## src/rtl/cve2_obi_pkg.sv

```systemverilog
// cve2_obi_pkg: shared types and constants for the two-to-one OBI arbiter.
//   obi_owner_e : identifies which core port owns a request/response.
//   InstrBe     : byte enables presented to memory for instruction fetches.
package cve2_obi_pkg;

   typedef enum logic {
      OwnerInstr = 1'b0,
      OwnerData  = 1'b1
   } obi_owner_e;

   localparam logic [3:0] InstrBe = 4'hF;

endpackage

```

## src/rtl/cve2_obi_owner_fifo.sv

```systemverilog
// cve2_obi_owner_fifo: in-order FIFO of 1-bit response owners.
// Ports:
//   clk, rst     clock, asynchronous active-high reset
//   push, din    enqueue owner din (caller never pushes while full)
//   pop          dequeue head (caller never pops while empty)
//   head         owner at the head of the queue
//   full, empty  registered occupancy flags
module cve2_obi_owner_fifo
   import cve2_obi_pkg::*;
#(
   parameter int unsigned Depth = 2
) (
   input  logic       clk,
   input  logic       rst,
   input  logic       push,
   input  logic       pop,
   input  obi_owner_e din,
   output obi_owner_e head,
   output logic       full,
   output logic       empty
);

   localparam int unsigned PtrW = (Depth > 1) ? $clog2(Depth) : 1;
   localparam int unsigned CntW = $clog2(Depth + 1);

   logic [Depth-1:0] store;
   logic [PtrW-1:0]  wr_ptr, rd_ptr;
   logic [CntW-1:0]  count;

   assign full  = (count == CntW'(Depth));
   assign empty = (count == '0);
   assign head  = obi_owner_e'(store[rd_ptr]);

   // Pointers wrap modulo Depth so non-power-of-two depths work too.
   function automatic logic [PtrW-1:0] ptr_inc(input logic [PtrW-1:0] p);
      return (p == PtrW'(Depth - 1)) ? '0 : p + 1'b1;
   endfunction

   always_ff @(posedge clk or posedge rst) begin
      if (rst) begin
         store  <= '0;
         wr_ptr <= '0;
         rd_ptr <= '0;
         count  <= '0;
      end else begin
         if (push) begin
            store[wr_ptr] <= din;
            wr_ptr        <= ptr_inc(wr_ptr);
         end
         if (pop) begin
            rd_ptr <= ptr_inc(rd_ptr);
         end
         case ({push, pop})
            2'b10:   count <= count + 1'b1;
            2'b01:   count <= count - 1'b1;
            default: count <= count;
         endcase
      end
   end

endmodule

```

## src/rtl/cve2_obi_arbiter.sv

```systemverilog
// cve2_obi_arbiter: merges the core's instruction-fetch and data OBI ports
// onto one memory-side OBI master port. Responses are steered back to the
// issuing port through an in-order owner FIFO. Once a request is presented
// without grant, arbitration locks onto that owner until it is granted.
// Ports:
//   clk_i, rst_i          clock, asynchronous active-high reset
//   instr_*               fetch port (req/gnt/rvalid/addr/rdata/err)
//   data_*                data port (req/gnt/rvalid/we/be/addr/wdata/rdata/err)
//   mem_*                 merged memory-side master port
// Parameter:
//   MaxOutstanding        maximum granted-but-unanswered transactions (>=1)
// Build option:
//   CVE2_OBI_ARB_RR_EN    round-robin on contention; fixed data priority
//                         when undefined.
module cve2_obi_arbiter
   import cve2_obi_pkg::*;
#(
   parameter int unsigned MaxOutstanding = 2
) (
   input  logic        clk_i,
   input  logic        rst_i,
   input  logic        instr_req_i,
   output logic        instr_gnt_o,
   output logic        instr_rvalid_o,
   input  logic [31:0] instr_addr_i,
   output logic [31:0] instr_rdata_o,
   output logic        instr_err_o,
   input  logic        data_req_i,
   output logic        data_gnt_o,
   output logic        data_rvalid_o,
   input  logic        data_we_i,
   input  logic [3:0]  data_be_i,
   input  logic [31:0] data_addr_i,
   input  logic [31:0] data_wdata_i,
   output logic [31:0] data_rdata_o,
   output logic        data_err_o,
   output logic        mem_req_o,
   input  logic        mem_gnt_i,
   input  logic        mem_rvalid_i,
   output logic        mem_we_o,
   output logic [3:0]  mem_be_o,
   output logic [31:0] mem_addr_o,
   output logic [31:0] mem_wdata_o,
   input  logic [31:0] mem_rdata_i,
   input  logic        mem_err_i
);

   logic       lock_q;
   obi_owner_e lock_owner_q;
   obi_owner_e sel;
   obi_owner_e head;
   logic       full, empty;
   logic       any_req, push, pop;

   assign any_req = instr_req_i | data_req_i;

`ifdef CVE2_OBI_ARB_RR_EN
   obi_owner_e last_q;

   always_ff @(posedge clk_i or posedge rst_i) begin
      if (rst_i)     last_q <= OwnerInstr;
      else if (push) last_q <= sel;
   end
`endif

   // Owner selection. With neither port requesting, sel is irrelevant.
   always_comb begin
      sel = OwnerInstr;
      if (lock_q) begin
         sel = lock_owner_q;
      end else if (data_req_i && !instr_req_i) begin
         sel = OwnerData;
      end else if (instr_req_i && !data_req_i) begin
         sel = OwnerInstr;
      end else if (instr_req_i && data_req_i) begin
`ifdef CVE2_OBI_ARB_RR_EN
         sel = (last_q == OwnerData) ? OwnerInstr : OwnerData;
`else
         sel = OwnerData;
`endif
      end
   end

   // Registered full only: a same-cycle pop does not free a slot until
   // the next cycle, keeping req independent of rvalid.
   assign mem_req_o = any_req & ~full;
   assign push      = mem_req_o & mem_gnt_i;
   assign pop       = mem_rvalid_i & ~empty;

   // Payload is held at zero when no port requests.
   always_comb begin
      mem_we_o    = 1'b0;
      mem_be_o    = 4'h0;
      mem_addr_o  = 32'h0;
      mem_wdata_o = 32'h0;
      if (any_req) begin
         if (sel == OwnerData) begin
            mem_we_o    = data_we_i;
            mem_be_o    = data_be_i;
            mem_addr_o  = data_addr_i;
            mem_wdata_o = data_wdata_i;
         end else begin
            mem_be_o    = InstrBe;
            mem_addr_o  = instr_addr_i;
         end
      end
   end

   assign instr_gnt_o    = push & (sel == OwnerInstr);
   assign data_gnt_o     = push & (sel == OwnerData);
   assign instr_rvalid_o = pop & (head == OwnerInstr);
   assign data_rvalid_o  = pop & (head == OwnerData);
   assign instr_rdata_o  = mem_rdata_i;
   assign data_rdata_o   = mem_rdata_i;
   assign instr_err_o    = mem_err_i;
   assign data_err_o     = mem_err_i;

   always_ff @(posedge clk_i or posedge rst_i) begin
      if (rst_i) begin
         lock_q       <= 1'b0;
         lock_owner_q <= OwnerInstr;
      end else if (mem_req_o && !mem_gnt_i) begin
         lock_q       <= 1'b1;
         lock_owner_q <= sel;
      end else if (push) begin
         lock_q       <= 1'b0;
      end
   end

   cve2_obi_owner_fifo #(
      .Depth (MaxOutstanding)
   ) u_owner_fifo (
      .clk   (clk_i),
      .rst   (rst_i),
      .push  (push),
      .pop   (pop),
      .din   (sel),
      .head  (head),
      .full  (full),
      .empty (empty)
   );

`ifndef SYNTHESIS
   // Protocol checks; both conditions are tolerated by the logic above.
   always @(posedge clk_i) begin
      if (!rst_i) begin
         assert (!(mem_rvalid_i && empty))
            else $warning("cve2_obi_arbiter: mem_rvalid_i with no outstanding transaction");
         assert (!(lock_q && (lock_owner_q == OwnerData) && !data_req_i))
            else $warning("cve2_obi_arbiter: data_req_i dropped before grant");
         assert (!(lock_q && (lock_owner_q == OwnerInstr) && !instr_req_i))
            else $warning("cve2_obi_arbiter: instr_req_i dropped before grant");
      end
   end
`endif

endmodule

```

## config.mk

```make
export PLATFORM = sky130hd
export DESIGN_NAME = cve2_obi_arbiter
export DESIGN_NICKNAME = d
export VERILOG_FILES = /design/src/rtl/cve2_obi_pkg.sv /design/src/rtl/cve2_obi_owner_fifo.sv /design/src/rtl/cve2_obi_arbiter.sv
export SDC_FILE = /design/constraint.sdc
export NUM_CORES = 1
export LEC_CHECK = 0
export CORE_ASPECT_RATIO = 1.5
export CORE_MARGIN = 10
export CORE_UTILIZATION = 20
export CTS_BUF_LIST = sky130_fd_sc_hd__clkbuf_8
export CTS_CLUSTER_SIZE = 40
export DETAILED_ROUTE_END_ITERATION = 8
export HOLD_SLACK_MARGIN = 0.1
export PLACE_DENSITY = 0.78
export SETUP_SLACK_MARGIN = 0.2
export SLEW_MARGIN = 20
export SYNTH_ARGS = -nofsm -noshare
export SYNTH_HDL_FRONTEND = slang
export SYNTH_SLANG_ARGS = --single-unit
```

## constraint.sdc

```tcl
create_clock -name clk_i -period 1.49 [get_ports clk_i]
set_input_delay 0.298 -clock clk_i [delete_from_list [all_inputs] [get_ports clk_i]]
set_output_delay 0.298 -clock clk_i [all_outputs]
set_load 0.1 [all_outputs]
```

==> metrics.csv, run 1 <==
metric,value,unit
largest net degree at the start of global routing,34,
most frequent cells in the layout,"clkdlybuf4s50_1, buf_12, nand2_1, a21oi_4, and2_4",
hold slack,0.336,ns
area post-placement,4620,µm²
Placed Cells,487,
Yosys reg bits,8,
final instance area,5090,µm²
Worst Setup SP,lock_q,
worst path buffer plus inverter count,4,
Mapped Cells,260,
Reg power frac,4.0,%
hold violation count in the final report,0,
Worst-Skew Late Latency,0.24,ns
RSZ-0062 raised after global routing,true,
DRC,0,
die height,133,µm
area delta synth->final,197,%
Netlist cell types,26,
Worst Hold Class,input port to asynchronous set/reset pin,
Clk pwr share,2.1,%
synthesized area,1710,µm²
WP depth,6,
f_max,498,MHz
final WL,11.7,mm
status,"complete, but fails checks",
routed via count,2269,
Critical Path RT,1.19,ns
final worst slack,-0.520,ns
CTS Buf Count,3,
fin crit share,135,%
grt ovf,0,
leak pwr,2.06,nW
CP Max Fanout,4,
sequential share of the synthesized area,11.7,%
Internal,0.00521,W
gpl congestion,0.837,
Tot GR Track Use,17.7,%
WL/cell,22.7,µm
FP Rows,41,
DRT iter0 DRCs,57,
Root Buffer,clkbuf_8,
first-pass GRT wire length,17.2,mm
Post-synth EDFFs,0,
share of layout cells above drive strength 1,61.0,%
worst r2r src,u_owner_fifo.count[0],
nets,551,
number of setup violations in the final report,75,
H-tree level count,1,
failing checks,negative setup slack,
Core Box Area,8360,µm²
Worst path most repeated cell,buf_4,
Critical Path AT,1.71,ns
"antenna viol nets, final",0,
crit-path max cell delay,0.45,ns
Initial Util,20.5,%
Async SR Flop Fraction,100,%
DPL Wire Length,9.43,mm
CP Cell Sequence,buf_4 > mux2_4 > buf_4 > buf_4 > nor2_4 > buf_12,
initial antenna violation count,0,
cell family with most CP delay,buffers and inverters,
TritonCTS clock tree,yes,
number of diodes,0,
CP endpoint kind,output pin,
Longest Clk Path Bufs,2,
Sw Ratio,58.6,%
vias in the first global route,2681,
WS Path Type,flip-flop to output pin,
die area,12700,µm²
Die Wd,95.5,µm
post-route minimum period,2.01,ns
Layout Cells excl Fill,515,
Setup crit start kind,flip-flop,
slowest CP cell,dfrtp_2,
PD cells,2470,nW/µm²
reg-to-reg critical path endpoint,u_owner_fifo.count[1],
Clock Skew,0.0105,ns
total iterations of the first detailed-routing run,4,
pins over their slew limit,0,
routed vias/inst,4.41,
clk slew on worst S/H paths,0.05,ns
FILL cells,618,
port bufs,180,
"Top FF cell, synth",dfrtp_1,
Synth Net Count,401,
max-slew headroom at the worst pin,78.6,%
Peak VDD IR,1.71,mV
Worst-Margin Slew,0.321,ns
switching power,0.00738,W
"Avg Cell Area, Syn",6.58,µm²
Ports,280,
Syn. warnings,0,
"commonest non-fill, non-tap cell in the layout",clkdlybuf4s50_1,
Max Cap Viol,0,
Combinational Power Share,93.9,%
FF-to-FF path depth,7,
CTS sink cnt,8,
FF-to-FF setup slack,-0.03,ns
## layer usage
metal,vias up,global-route usage [%],part of all wire [%]
met2,131,32.7,53
li1,1053,-,-
met1,1030,15.1,28
met4,0,6.91,4.8
met5,-,0,0
met3,55,9.67,14
## kinds of logic after synthesis
family	after synthesis	synth area share, %
AOI/OAI and AO/OA	40	14.3
xor gates and xnor gates	5	2.56
adders and majority gates	1	0.731
buffers and inverters	83	34.7
DFF	8	11.7
muxes	4	2.63
and+or+nand+nor	119	33.3
## cells in the mapped netlist, types with 3 or more instances
cell type | count | area [µm²]
buf_2 | 7 | 35.0
buf_4 | 66 | 495
xnor2_1 | 4 | 35.0
dfrtp_1 | 8 | 200
a21oi_2 | 10 | 87.6
nand2_2 | 9 | 56.3
nand2_1 | 55 | 206
buf_6 | 3 | 33.8
nor2_1 | 14 | 52.6
a21oi_1 | 24 | 120
nor2b_1 | 3 | 18.8
mux2i_1 | 3 | 30.0
clkbuf_2 | 3 | 15.0
and2_1 | 34 | 213
inv_1 | 3 | 11.3
a31oi_1 | 4 | 25.0
## worst reg2reg max path, cell delays in order (launching register included)
cell and delay, ns:
dfrtp_2 0.41, nand2b_4 0.16, nand3_4 0.13, buf_12 0.16, ha_4 0.16, xnor2_4 0.13, nor2_4 0.10, xor2_1 0.18
## metrics by stage
| stage | power [W] | setup TNS [ns] | utilization [%] | worst slack (ns) |
|---|---|---|---|---|
| CTS | 0.0125 | -34.11 | 59.7 | -0.514 |
| finish | 0.0126 | -33.80 | 60.8 | -0.520 |
| global placement | 0.0111 | -40.42 | 55.2 | -0.644 |
| floorplan | 0.00847 | -15.00 | - | -0.361 |
| global route | 0.0130 | -37.62 | 60.8 | -0.565 |
| detailed placement | 0.0113 | -42.64 | 55.2 | -0.653 |
## flip-flops by register name, indices dropped and copies added (netlist names)
signal               cells
u_owner_fifo.store       2
u_owner_fifo.rd_ptr      1
lock_q                   1
lock_owner_q             1
u_owner_fifo.count       2
u_owner_fifo.wr_ptr      1
## worst max-delay path by stage
stage / end / slack (ns)
after floorplan: mem_addr_o[19] / -0.36
after detailed placement: mem_addr_o[14] / -0.65
after CTS: mem_addr_o[22] / -0.51
after global routing: mem_addr_o[2] / -0.57
final: instr_gnt_o / -0.52
after global placement: mem_addr_o[14] / -0.64
## power groups by stage
stage	clock network (W)	logic (W)	registers (W)
6_report	0.000268	0.0118	0.000504
5_1_grt	0.000281	0.0122	0.000522
4_1_cts	0.000264	0.0117	0.000500
3_5_place_dp	0	0.0108	0.000495
3_3_place_gp	0	0.0106	0.000484
2_1_floorplan	0	0.00800	0.000471
## area by class of cell
| cell class | instances | area, µm² | area share, % |
|---|---|---|---|
| inverters | 3 | 11.3 | 0.221 |
| clock buffers | 3 | 41.3 | 0.812 |
| multi-input cells | 170 | 1640 | 32.2 |
| well taps | 107 | 134 | 2.63 |
| flip-flops and latches | 8 | 205 | 4.03 |
| repair buffers | 224 | 3060 | 60.1 |
## repair_timing
| item | CTS | global route |
|---|---|---|
| gates resized for setup | 42 | 9 |
| setup endpoints to repair | 81 | 79 |
| pin swaps | 22 | 5 |
| buffers inserted | 14 | 7 |
| hold buffers | 0 | 0 |
| gates cloned | 4 | 0 |
Power figures use the tool's default switching activity.
==> run 2, diff against run 1 <==
- ABC_AREA: unset -> 1
- CELL_PAD_IN_SITES_DETAIL_PLACEMENT: unset -> 1
- CELL_PAD_IN_SITES_GLOBAL_PLACEMENT: unset -> 2
- CORE_UTILIZATION: 20 -> 10
- PLACE_DENSITY: 0.78 -> unset
- PLACE_DENSITY_LB_ADDON: unset -> 0.1
==> run 2 against run 1 <==
Against the previous run:
- fmax rose by 8.2%
- sequential share of layout area shrank 0.43 points
- via count grew 6.5%
- critical path type unchanged
- highest routed layer unchanged
- clock skew down 0.0095 ns
- clock-buffer cell count unchanged
- the flow still finishes with violations (negative setup slack)
- sequential cell count did not move
==> metrics.csv, run 2 <==
metric,value,unit
Worst-Margin Slew,0.340,ns
cell family with most CP delay,buffers and inverters,
CP Cell Sequence,inv_2 > nand2_2 > nand2_4 > buf_6 > nand2_8 > buf_4 > nor2_4 > buf_12,
Synth area leaders,"buf_4, nor2_1, dfrtp_1",
Async SR Flop Fraction,100,%
area delta synth->final,225,%
post-synth top area share,29.2,%
number of diodes,0,
Max Cap Viol,0,
CP endpoint kind,output pin,
Tot GR Track Use,9.61,%
die height,181,µm
synthesized area,1720,µm²
Worst Hold Class,input port to asynchronous set/reset pin,
number of setup violations in the final report,73,
Ports,280,
FP Rows,58,
Syn. warnings,0,
initial antenna violation count,0,
first-pass GRT wire length,17.4,mm
routed vias/inst,3.58,
most common cell in the netlist,nor2_1,
WL/cell,17.4,µm
"Avg Cell Area, Syn",5.57,µm²
Die Wd,127,µm
sequential share of the synthesized area,11.6,%
Clock Skew,0.000973,ns
Netlist cell types,21,
leading registers by flop count,"u_owner_fifo.count: 2 flops, u_owner_fifo.store: 2 flops",
"commonest non-fill, non-tap cell in the layout",clkdlybuf4s50_1,
"Top FF cell, synth",dfrtp_1,
share of layout cells above drive strength 1,55.8,%
FF-to-FF path depth,8,
Synth Net Count,450,
synth cell count leaders,"nor2_1, buf_4, inv_1",
pre-CTS setup slack,-0.652,ns
WS Path Type,flip-flop to output pin,
crit-path max cell delay,0.38,ns
status,"complete, but fails checks",
Worst-Skew Late Latency,0.23,ns
PD cells,2050,nW/µm²
nets,607,
CTS Buf Count,3,
Setup crit start kind,flip-flop,
DRT iter0 DRCs,22,
f_max,539,MHz
hold violation count in the final report,0,
routed via count,2416,
clk slew on worst S/H paths,0.04,ns
worst path buffer plus inverter count,4,
Core Box Area,16800,µm²
grt ovf,0,
failing checks,negative setup slack,
Root Buffer,clkbuf_8,
gpl congestion,0.686,
CP Max Fanout,8,
Initial Util,10.2,%
largest net degree at the start of global routing,21,
worst r2r src,u_owner_fifo.count[1],
total iterations of the first detailed-routing run,3,
post-route minimum period,1.86,ns
slowest CP cell,dfrtp_1,
"antenna viol nets, final",0,
DPL Wire Length,10.0,mm
TritonCTS clock tree,yes,
FILL cells,1879,
Pwr Total,0.0115,W
Post-synth EDFFs,0,
pins over their slew limit,0,
Longest Clk Path Bufs,2,
final WL,11.7,mm
reg-to-reg critical path endpoint,u_owner_fifo.count[1],
port bufs,180,
Yosys reg bits,8,
CTS sink cnt,8,
RSZ-0062 raised after global routing,true,
DRC,0,
leak pwr,2.30,nW
Placed Cells,648,
Critical Path AT,1.56,ns
fin crit share,125,%
vias in the first global route,2703,
max-slew headroom at the worst pin,77.3,%
Peak VDD IR,1.23,mV
FF-to-FF setup slack,0.04,ns
H-tree level count,1,
WP depth,8,
final worst slack,-0.367,ns
Critical Path RT,1.19,ns
cell taking the most area after synthesis,buf_4,
most frequent cells in the layout,"clkdlybuf4s50_1, buf_12, nor2_4, inv_1, buf_4",
Layout Cells excl Fill,674,
cts hold-fix bufs,0,
Mapped Cells,309,
die area,23000,µm²
==> run 2: layer usage <==
layer / share of wire (%) / track usage, % / vias to the layer above / wire length (µm)
li1: - / - / 1164 / -
met1: 32 / 8.76 / 1137 / 3740
met2: 61 / 20.2 / 101 / 7100
met3: 6.8 / 2.53 / 14 / 791
met4: 0.67 / 1.55 / 0 / 79
met5: 0 / 0 / - / 0
==> run 2: through the flow <==
step	instance area [µm²]	TNS [ns]	hold slack, ns	utilization [%]
2_1_floorplan	2560	-21.28	0.114	-
3_3_place_gp	5040	-40.56	0.461	29.9
3_5_place_dp	5040	-41.43	0.471	29.9
4_1_cts	5450	-24.71	0.346	32.4
5_1_grt	5590	-28.79	0.363	33.2
6_report	5590	-22.92	0.334	33.2
==> run 2: power by group <==
group,total [W],internal [W],switching (W)
Sequential,0.000430,0.000330,0.000100
Clock,0.000262,0.000175,0.0000868
Combinational,0.0108,0.00416,0.00661
==> run 2: cell type report <==
| type | instances | area [µm²] | share of cell area, % |
|---|---|---|---|
| clock buffer | 3 | 41.3 | 0.738 |
| tap | 210 | 263 | 4.70 |
| multi-input combinational | 176 | 1650 | 29.5 |
| sequential | 8 | 201 | 3.60 |
| inverter | 46 | 175 | 3.13 |
| timing repair buffer | 231 | 3270 | 58.4 |
==> run 2: worst max path at each step <==
stage                          startpoint         endpoint  slack (ns)
finish                             lock_q   mem_wdata_o[9]       -0.37
global route                       lock_q  mem_wdata_o[19]       -0.45
CTS                                lock_q  mem_wdata_o[12]       -0.39
detailed placement             data_req_i    mem_addr_o[2]       -0.65
floorplan           u_owner_fifo.count[1]       data_gnt_o       -0.54
global placement               data_req_i   mem_addr_o[11]       -0.63
==> run 2: worst reg2reg max path: stages, from the launching register on <==
cell	delay [ns]
dfrtp_1	0.39
buf_6	0.13
o21ai_4	0.16
inv_2	0.06
buf_6	0.11
ha_4	0.21
inv_2	0.06
nand3_2	0.07
xor2_1	0.14
==> run 2: timing repair <==
item                       in CTS  in global routing
setup endpoints to repair      81                 80
gates resized for setup        51                 13
setup buffers                  14                  2
pin swaps                      10                  7
cloned                          4                  3
==> run 2: cell families after synthesis <==
group	Yosys count	synth area share, %
AOI/OAI and AO/OA	35	10.2
xor gates and xnor gates	3	1.53
buffers and inverters	125	44.0
and+or+nand+nor	137	31.9
adders and majority gates	1	0.727
DFF	8	11.6
==> run 3, diff against run 2 <==
- CELL_PAD_IN_SITES_DETAIL_PLACEMENT: 1 -> 0
- CELL_PAD_IN_SITES_GLOBAL_PLACEMENT: 2 -> 1
- CORE_UTILIZATION: 10 -> 11
- CTS_CLUSTER_DIAMETER: unset -> 60
- PLACE_DENSITY: unset -> 0.77
- PLACE_DENSITY_LB_ADDON: 0.1 -> unset
==> run 3 against run 2 <==
Against the previous run:
- via count is 0.70% lower
- clock skew is 0.0012 ns higher
- sequential power is 2% higher
- register-to-register slack worse by 0.04 ns
- sequential cell count stayed put
- non-clock buffer count is 1 higher
- critical path depth stayed put
- wire length is 11% lower
- sequential share of layout area hardly changed
- the run still ends with negative setup slack left
- clock-buffer cell count stayed put
- global-route usage is 0.39 points lower
- die area is 7.9% lower
==> metrics.csv, run 3 (synthesis results as in run 2) <==
metric,value,unit
max-slew headroom at the worst pin,77.1,%
Clock Skew,0.00214,ns
Initial Util,11.3,%
Peak VDD IR,1.42,mV
CTS sink cnt,8,
DRC,0,
DRT iter0 DRCs,47,
Core Box Area,15200,µm²
Tot GR Track Use,9.22,%
post-route minimum period,1.91,ns
PD cells,2080,nW/µm²
H-tree level count,1,
FP Rows,55,
pins over their slew limit,0,
nets,608,
DPL Wire Length,8.55,mm
share of layout cells above drive strength 1,57.6,%
Critical Path AT,1.61,ns
f_max,523,MHz
routed vias/inst,3.61,
"commonest non-fill, non-tap cell in the layout",clkdlybuf4s50_1,
Ports,280,
WL/cell,15.6,µm
Setup crit start kind,flip-flop,
clk slew on worst S/H paths,0.04,ns
pre-CTS setup slack,-0.654,ns
die height,173,µm
final worst slack,-0.420,ns
gpl congestion,0.732,
CP endpoint kind,output pin,
"antenna viol nets, final",0,
Root Buffer,clkbuf_8,
Pwr Total,0.0117,W
TNS Setup,-27.43,ns
vias in the first global route,2755,
total iterations of the first detailed-routing run,3,
status,"complete, but fails checks",
leading registers by flop count,"u_owner_fifo.count: 2 flops, u_owner_fifo.store: 2 flops",
cts hold-fix bufs,0,
initial antenna violation count,1,
Finished Core Util,36.9,%
failing checks,negative setup slack,
Longest Clk Path Bufs,2,
Worst-Skew Late Latency,0.23,ns
fin crit share,128,%
die area,21100,µm²
number of setup violations in the final report,75,
hold violation count in the final report,0,
Die Wd,122,µm
Critical Path RT,1.19,ns
CP Max Fanout,16,
port bufs,180,
WS Path Type,flip-flop to output pin,
largest net degree at the start of global routing,33,
CTS Buf Count,3,
leak pwr,2.31,nW
FILL cells,1484,
TritonCTS clock tree,yes,
final WL,10.4,mm
area delta synth->final,226,%
first-pass GRT wire length,15.7,mm
routed via count,2399,
Worst Hold Class,input port to asynchronous set/reset pin,
most frequent cells in the layout,"clkdlybuf4s50_1, buf_12, nor2_4, inv_1, o21ai_4",
Worst-Margin Slew,0.340,ns
RSZ-0062 raised after global routing,true,
Max Cap Viol,0,
grt ovf,0,
[run 3: changes by cell type in the layout (fill, tap and decap cells not counted), moves of 3 or more]
cell     delta
o21ai_1     -8
buf_6       +5
nor2_2      +4
o21ai_0     +3
o21ai_4     +3
[run 3: through the flow]
stage / instances / hold WS, ns / instance area [µm²]
2_1_floorplan: 309 / 0.114 / 2560
3_3_place_gp: 639 / 0.460 / 5030
3_5_place_dp: 639 / 0.473 / 5030
4_1_cts: 659 / 0.359 / 5460
5_1_grt: 664 / 0.380 / 5610
6_report: 665 / 0.331 / 5610
[run 3: power by group]
group	total [W]	internal, W	switching [W]
logic	0.0110	0.00430	0.00665
registers	0.000438	0.000330	0.000109
clock network	0.000270	0.000176	0.0000939
[run 3: final cells by class]
cell class | instances | area [µm²] | area share [%]
inverters | 46 | 178 | 3.16
clock buffers | 3 | 41.3 | 0.735
repair buffers | 232 | 3250 | 57.9
multi-input cells | 176 | 1690 | 30.2
diodes | 1 | 2.50 | 0.0446
flip-flops and latches | 8 | 201 | 3.59
well taps | 199 | 249 | 4.44
[run 3: routing by layer]
metal | routed length, µm | global-route usage [%] | vias to the layer above
met4 | 170 | 2.61 | 0
li1 | - | - | 1169
met3 | 965 | 2.90 | 26
met5 | 0 | 0 | -
met2 | 6290 | 18.7 | 106
met1 | 2980 | 8.09 | 1098
[run 3: worst paths after layout]
check	end	slack [ns]	start	cells past startpoint
min	u_owner_fifo.rd_ptr	0.33	rst_i	2
min reg2reg	lock_owner_q	0.47	lock_owner_q	2
max in group asynchronous	u_owner_fifo.count[0]	0.90	rst_i	2
max	mem_addr_o[19]	-0.42	lock_q	8
max reg2reg	u_owner_fifo.count[1]	0	u_owner_fifo.count[1]	8
min in group clk_i	lock_owner_q	0.47	lock_owner_q	2
[run 3: repair_timing]
action                                  CTS  global route
gates cloned                              3             2
endpoints found under the setup margin   81            80
setup buffers                            14             3
pin swaps                                17             6
resized for setup                        50            28
[run 3: critical path: stages (launching register included)]
cell,delay [ns]
dfrtp_1,0.38
nand2_1,0.11
nand2_4,0.08
buf_4,0.15
inv_6,0.09
buf_12,0.16
nor2_1,0.08
nor2_4,0.13
buf_12,0.19
